[src/rtl/output_drain_ctrl_pkg.sv]
// output_drain_ctrl_pkg: shared sizes, index/data types and drain state encoding
package output_drain_ctrl_pkg;
  localparam int DEPTH  = 32;
  localparam int IDX_W  = $clog2(DEPTH);
  localparam int DATA_W = 8;
  typedef logic [IDX_W-1:0]  idx_t;
  typedef logic [DATA_W-1:0] data_t;
  typedef enum logic [1:0] {IDLE, READ, SEND, DONE} drain_state_t;
endpackage

[src/rtl/output_drain_ctrl.sv]
// output_drain_ctrl: CPU-priority index port arbiter and range drain engine for the output register
module output_drain_ctrl
  import output_drain_ctrl_pkg::*;
(
  input  logic  clk,
  input  logic  rst,
  input  logic  cpu_wr_req,
  input  idx_t  cpu_wr_index,
  input  data_t cpu_wr_data,
  output logic  cpu_wr_ack,
  input  logic  drain_start,
  input  idx_t  drain_first,
  input  idx_t  drain_last,
  output logic  drain_busy,
  output logic  drain_done,
  output logic  out_valid,
  input  logic  out_ready,
  output data_t out_data,
  output idx_t  out_index,
  output logic  reg_write_enable,
  output logic  reg_read_enable,
  output idx_t  reg_index,
  output data_t reg_wdata,
  input  data_t reg_rdata
);
  drain_state_t state, nxt;
  idx_t ptr, last_q;
  always_ff @(posedge clk) begin
    if (rst) begin
      state     <= IDLE;
      ptr       <= '0;
      last_q    <= '0;
      out_data  <= '0;
      out_index <= '0;
    end else begin
      state <= nxt;
      if (state == IDLE && drain_start) begin
        ptr    <= drain_first;
        last_q <= drain_last;
      end
      if (state == READ && !cpu_wr_req) begin
        out_data  <= reg_rdata;
        out_index <= ptr;
      end
      if (state == SEND && out_ready && ptr != last_q) ptr <= ptr + 1'b1;
    end
  end
  always_comb begin
    nxt = state == IDLE ? (drain_start ? READ : IDLE) :
          state == READ ? (cpu_wr_req ? READ : SEND) :
          state == SEND ? (out_ready ? (ptr == last_q ? DONE : READ) : SEND) :
          IDLE;
    cpu_wr_ack       = cpu_wr_req;
    reg_write_enable = cpu_wr_req;
    reg_read_enable  = state == READ && !cpu_wr_req;
    reg_index        = cpu_wr_req ? cpu_wr_index : ptr;
    reg_wdata        = cpu_wr_req ? cpu_wr_data : '0;
    drain_busy       = state == READ || state == SEND;
    drain_done       = state == DONE;
    out_valid        = state == SEND;
  end
endmodule

[config.mk]
export PLATFORM = sky130hd
export DESIGN_NAME = output_drain_ctrl
export DESIGN_NICKNAME = d
export VERILOG_FILES = /design/src/rtl/output_drain_ctrl_pkg.sv /design/src/rtl/output_drain_ctrl.sv
export SDC_FILE = /design/constraint.sdc
export NUM_CORES = 1
export LEC_CHECK = 0
export CAP_MARGIN = 10
export CORE_UTILIZATION = 25
export CTS_CLUSTER_SIZE = 40
export DETAILED_ROUTE_END_ITERATION = 7
export SLEW_MARGIN = 10
export SYNTH_ARGS = -nofsm -noshare
export SYNTH_HDL_FRONTEND = slang
export SYNTH_SLANG_ARGS = --single-unit
[constraint.sdc]
create_clock -name clk -period 1.7 [get_ports clk]
set_input_delay 0.34 -clock clk [delete_from_list [all_inputs] [get_ports clk]]
set_output_delay 0.34 -clock clk [all_outputs]
set_load 0.005 [all_outputs]
==> summary.md, run 1 <==
| Metric | Value |
|---|---|
| Total clock sinks | `25` |
| Worst hold path type | `flip-flop to flip-flop` |
| Startpoint types | `flip-flop` |
| Min Tclk post-route | `approximately 1.6 ns` |
| Area leader, netlist | `dfxtp_1` |
| Global route total overflow | `0` |
| Worst setup margin | `between 0.06 and 0.07 ns` |
| Sequential area share after synthesis | `0.388` |
| Initial antenna violation count | `0` |
| Syn Nets | `204` |
| Relative slew slack | `0.817` |
| Die Y | `about 74 um` |
| Yosys warns | `0` |
| Fillers | `between 500 and 600` |
| DR iter-0 viols | `36` |
| Setup Skew | `between 0.006 and 0.007 ns` |
| Drt first pass iters | `4` |
| Port-buffer cells | `67` |
| Initial core utilization | `0.266` |
| Final Hold Fails | `0` |
| Hold Path Depth | `2` |
| Status | `completed` |
| Mean Syn Cell Area | `just under 8 sq um` |
| Seq cells post-synth | `25` |
| RSZ-0062 raised after global routing | `no` |
| Largest cells by area after synthesis | `dfxtp_1 (39%), nand2_1 (15%), a21oi_1 (7.8%)` |
| Total power divided by cell area | `about 600 nW/um^2` |
| Ys flop type | `dfxtp_1` |
| Clk slew on worst S/H paths | `about 0.080 ns` |
| Synth unique cells | `25` |
| Async S/R FF share, synth | `0` |
| Ant. Diodes | `0` |
| Max Transition Viols Final | `0` |
| Fmax | `around 610 MHz` |
| HPWL after detailed placement | `~2600 um` |
| DRC Markers | `0` |
| Worst R2R Path Depth | `6` |
| Multi-input gate area | `~720 sq um` |
| Worst EP required | `between 1 and 1.5 ns` |
| Leakage | `between 0.0009 and 0.001 uW` |
| Count of final setup violators | `0` |
| Worst-margin pin slew | `0.275 ns` |
| Vias per cell | `roughly 4.2` |
| Post-Route Setup TNS | `0 ns` |
| Pin count of the biggest net entering global routing | `26` |
| Vias in the first global route | `approximately 1200` |
| ANT nets after route | `0` |
| Hold Slack | `0.455 ns` |
| CP max-delay cell | `dfxtp_2` |
| Max incr delay on CP | `around 0.33 ns` |
| Yosys top cell area share | `0.388` |
| CP cell instances | `buf_4 -> ha_4 -> nand2b_1 -> inv_1 -> dlygate4sd2_1` |
| Share of cells above drive strength 1 | `0.171` |
| Width of the chip | `73.8 um` |
| WP buf/inv | `3` |
| Dpl ws | `-0.367 ns` |
| Peak fanout along the critical path | `2` |
| Critical Path AT | `~1.3 ns` |
| Core area | `4850 sq um` |
| EDFF count, synth | `0` |
| Final instance area | `between 2000 and 2500 sq um` |
| Area of the mapped netlist | `about 1300 sq um` |
| Worst VDD drop | `0.529 mV` |
| # rows | `25` |
| RD Place Congestion | `between 0.7 and 0.8` |
| Total CTS buffers | `3` |
| FF+latch area | `approximately 510 sq um` |
| Wire per inst | `~11 um` |
| H-tree Lvls | `1` |
| Via count | `between 1000 and 1500` |
| Area delta synth->final | `69.5%` |
| Fin cells | `between 300 and 400` |
| Worst-Skew Late Latency | `between 0.2 and 0.3 ns` |
| Max Cap Violations | `0` |
| Routed wire length | `~3400 um` |
| Synth cell count leaders | `nand2_1 (50), dfxtp_1 (25), a21oi_1 (20), and2_1 (9), mux2_2 (8)` |
| Clock Tree Root | `clkbuf_8` |
| Count leader, synth | `nand2_1` |
| Final period utilization | `0.963` |
| Instance count of the mapped netlist | `roughly 160` |
| CP Class | `flip-flop to output port` |
| WP depth | `5` |
| CTS max path bufs | `2` |
| Die area | `~5500 sq um` |
| Placed Instances | `299` |
| First-pass GRT wire length | `about 5700 um` |
| Nets | `approximately 280` |
| Crit-path leading delay family | `buffers and inverters` |
| CTS tree | `yes` |
| Placed cell area | `2080 sq um` |
| Setup crit end kind | `output port` |
| All-layer global routing usage | `0.134` |
| IO Count | `68` |
tightest hold or removal path, stage by stage, from the launching register on:
cell     delay (ns)
dfxtp_1        0.32
nand2_1        0.05
a21oi_1        0.05
through the flow:
| stage | power, uW | util |
|---|---|---|
| floorplan | 769 | - |
| global placement | 957 | 0.430 |
| detailed placement | 960 | 0.430 |
| CTS | 1290 | 0.445 |
| global route | 1360 | 0.451 |
| finish | 1290 | 0.451 |
layer usage:
| layer | vias to the layer above | wire length [um] | track usage |
|---|---|---|---|
| met5 | - | 0 | 0 |
| met4 | 0 | 11 | 0.0192 |
| met3 | 2 | 197 | 0.0357 |
| met2 | 34 | 1700 | 0.239 |
| met1 | 576 | 1520 | 0.165 |
| li1 | 684 | - | - |
where the power goes:
group	switching, uW	internal [uW]
Sequential	20.4	610
Clock	173	167
Combinational	120	195
worst paths after layout:
kind | start | slack, ns | end
min reg2reg | out_index[2]$_SDFFE_PP0P_ | 0.46 | out_index[2]$_SDFFE_PP0P_
max | state[0]$_SDFF_PP0_ | 0.06 | reg_read_enable
max reg2reg | ptr[3]$_SDFFE_PP0P_ | 0.11 | ptr[3]$_SDFFE_PP0P_
min | out_index[2]$_SDFFE_PP0P_ | 0.46 | out_index[2]$_SDFFE_PP0P_
layout by cell type, fill, tap and decap left out, types with 4 or more instances in the layout:
master / count
nand2_1: 50
nand3b_1: 4
clkdlybuf4s50_1: 49
and2_1: 9
xor2_1: 5
dfxtp_1: 21
buf_4: 16
a21oi_1: 20
dlygate4sd2_1: 15
mux2_2: 8
sequential cells by signal, summed over array words and instances, names as in the netlist:
register	cells
last_q	5
state	2
out_data	8
ptr	5
out_index	5
final cells by class:
type	instances	share of cell area
Inverter	4	0.00686
Multi-Input combinational cell	121	0.331
Timing Repair Buffer	86	0.371
Tap cell	67	0.0383
Sequential cell	25	0.232
Clock buffer	4	0.0206
logic make-up after synthesis:
group,count (synthesis),share of synthesized area
AOI/OAI and AO/OA,31,0.140
muxes,8,0.0698
adders and majority gates,5,0.0485
and+or+nand+nor,72,0.251
xor gates and xnor gates,5,0.0339
DFF,25,0.388
buffers and inverters,17,0.0689
what timing repair did:
| item | in CTS | in global routing |
|---|---|---|
| gates resized for setup | 28 | 5 |
| pin swaps | 1 | 1 |
| hold buffers | 0 | 0 |
| setup endpoints to repair | 20 | 6 |
| buffers inserted | 2 | 2 |
(Power assumes the default switching activity.)
==> run 2, diff against run 1 <==
--- a/config.mk
+++ b/config.mk
@@ -6,9 +6,10 @@
 export NUM_CORES = 1
 export LEC_CHECK = 0
 export CAP_MARGIN = 10
-export CORE_UTILIZATION = 25
+export CORE_UTILIZATION = 39
 export CTS_CLUSTER_SIZE = 40
 export DETAILED_ROUTE_END_ITERATION = 7
+export PLACE_DENSITY = 0.8
 export SLEW_MARGIN = 10
 export SYNTH_ARGS = -nofsm -noshare
 export SYNTH_HDL_FRONTEND = slang
==> summary.md, run 2 (synthesis results as in run 1) <==
| Metric | Value |
|---|---|
| Status | `completed` |
| First-pass GRT wire length | `~5200 um` |
| Worst-Skew Late Latency | `between 0.3 and 0.4 ns` |
| Share of cells above drive strength 1 | `0.172` |
| Post-Route Setup TNS | `0 ns` |
| Fin util | `0.683` |
| RD Place Congestion | `between 0.7 and 0.8` |
| Dpl ws | `-0.411 ns` |
| Die Y | `59.5 um` |
| Most frequent cells in the layout | `nand2_1 (50), clkdlybuf4s50_1 (47), dfxtp_1 (22)` |
| H-tree Lvls | `1` |
| Initial antenna violation count | `0` |
| Final period utilization | `0.959` |
| WP buf/inv | `2` |
| Count of final setup violators | `0` |
| Clk slew on worst S/H paths | `around 0.14 ns` |
| Vias in the first global route | `about 1200` |
| Relative slew slack | `0.788` |
| DR iter-0 viols | `25` |
| Port-buffer cells | `67` |
| Critical Path AT | `approximately 1.3 ns` |
| Vias per cell | `around 4.7` |
| Worst EP required | `1.36 ns` |
| CTS max path bufs | `2` |
| Initial core utilization | `0.416` |
| Nets | `about 280` |
| # rows | `20` |
| Worst setup margin | `~0.07 ns` |
| RSZ-0062 raised after global routing | `no` |
| IO Count | `68` |
| Min Tclk post-route | `about 1.6 ns` |
| Leakage | `between 0.0008 and 0.0009 uW` |
| Total clock sinks | `25` |
| CP Class | `flip-flop to output port` |
| Max Transition Viols Final | `0` |
| Via count | `roughly 1300` |
| Design Power | `1210 uW` |
| HPWL after detailed placement | `~2400 um` |
| Total CTS buffers | `3` |
| DRC Markers | `0` |
| Core area | `~3100 sq um` |
| All-layer global routing usage | `0.194` |
| Fmax | `613 MHz` |
| Max reg flops | `8` |
| Worst VDD drop | `around 0.32 mV` |
| Startpoint types | `flip-flop` |
| Area delta synth->final | `64.3%` |
| Peak fanout along the critical path | `3` |
| Commonest non-fill, non-tap cell in the layout | `nand2_1` |
| Hold Slack | `approximately 0.47 ns` |
| Hold buffers post-CTS | `0` |
| ANT nets after route | `0` |
| Global route total overflow | `0` |
| Max Cap Violations | `0` |
| Worst hold path type | `flip-flop to flip-flop` |
| Width of the chip | `59.5 um` |
| Ant. Diodes | `0` |
| CTS tree | `yes` |
| CP max-delay cell | `dfxtp_2` |
| Setup crit end kind | `output port` |
| Clock Tree Root | `clkbuf_4` |
| Worst-margin pin slew | `0.318 ns` |
| Pin count of the biggest net entering global routing | `26` |
| Final Hold Fails | `0` |
| CP cell instances | `inv_1 -> ha_1 -> dlygate4sd2_1` |
| Wire per inst | `11.5 um` |
| Total power divided by cell area | `569 nW/um^2` |
| Max incr delay on CP | `roughly 0.36 ns` |
| Register bank with the most flops | `out_data` |
| Drt first pass iters | `4` |
| Routed wire length | `approximately 3300 um` |
| Die area | `~3500 sq um` |
| Setup Skew | `about 0.0065 ns` |
| Crit-path leading delay family | `flip-flops` |
run 2: path summary, 6_finish.rpt:
kind	startpoint	slack (ns)	end	cells after the start
max	state[0]$_SDFF_PP0_	0.07	drain_busy	3
min	out_data[5]$_SDFFE_PP0P_	0.47	out_data[5]$_SDFFE_PP0P_	2
max reg2reg	state[1]$_SDFF_PP0_	0.12	ptr[3]$_SDFFE_PP0P_	6
min reg2reg	out_data[5]$_SDFFE_PP0P_	0.47	out_data[5]$_SDFFE_PP0P_	2
run 2: worst min-delay path, stage by stage, from the launching register on:
cell and delay (ns):
dfxtp_1 0.34, nand2_1 0.05, a21oi_1 0.05
run 2: routing by layer:
metal | vias to the layer above | share of wire | track usage | wire length, um
li1 | 684 | - | - | -
met5 | - | 0 | 0 | 0
met2 | 48 | 0.48 | 0.342 | 1560
met3 | 2 | 0.075 | 0.0393 | 245
met1 | 589 | 0.44 | 0.236 | 1430
met4 | 0 | 0.0074 | 0.0598 | 24
run 2: per-stage QoR:
step / cells / area [sq um]
2_1_floorplan: 163 / 1290
3_3_place_gp: 275 / 2050
3_5_place_dp: 275 / 2050
4_1_cts: 282 / 2110
5_1_grt: 283 / 2120
6_report: 283 / 2120
run 2: cell type report:
| type | count | area (sq um) |
|---|---|---|
| clock buffer | 3 | 22.5 |
| clock inverter | 1 | 7.51 |
| fill | 299 | 983 |
| inverter | 4 | 15.0 |
| multi-input combinational | 121 | 723 |
| sequential | 25 | 504 |
| tap | 44 | 55.1 |
| timing repair buffer | 85 | 792 |
run 2: power by group:
group / switching, uW / internal, uW / leakage, uW
combinational: 114 / 190 / 0.000662
clock: 181 / 89.8 / 0.0000139
sequential: 20.3 / 611 / 0.000205
total: 315 / 892 / 0.000881
run 2: what timing repair did:
item | CTS | global route
pin swaps | 0 | 0
setup buffers | 3 | 1
endpoints found under the setup margin | 18 | 2
hold endpoints to repair | 0 | 0
gates resized for setup | 32 | 1
==> run 3, diff against run 2 <==
--- a/config.mk
+++ b/config.mk
@@ -7,6 +7,7 @@
 export LEC_CHECK = 0
 export CAP_MARGIN = 10
 export CORE_UTILIZATION = 39
+export CTS_CLUSTER_DIAMETER = 120
 export CTS_CLUSTER_SIZE = 40
 export DETAILED_ROUTE_END_ITERATION = 7
 export PLACE_DENSITY = 0.8
==> results of run 3 <==
The final DEF is identical to that of run 2; final timing and power are the same.
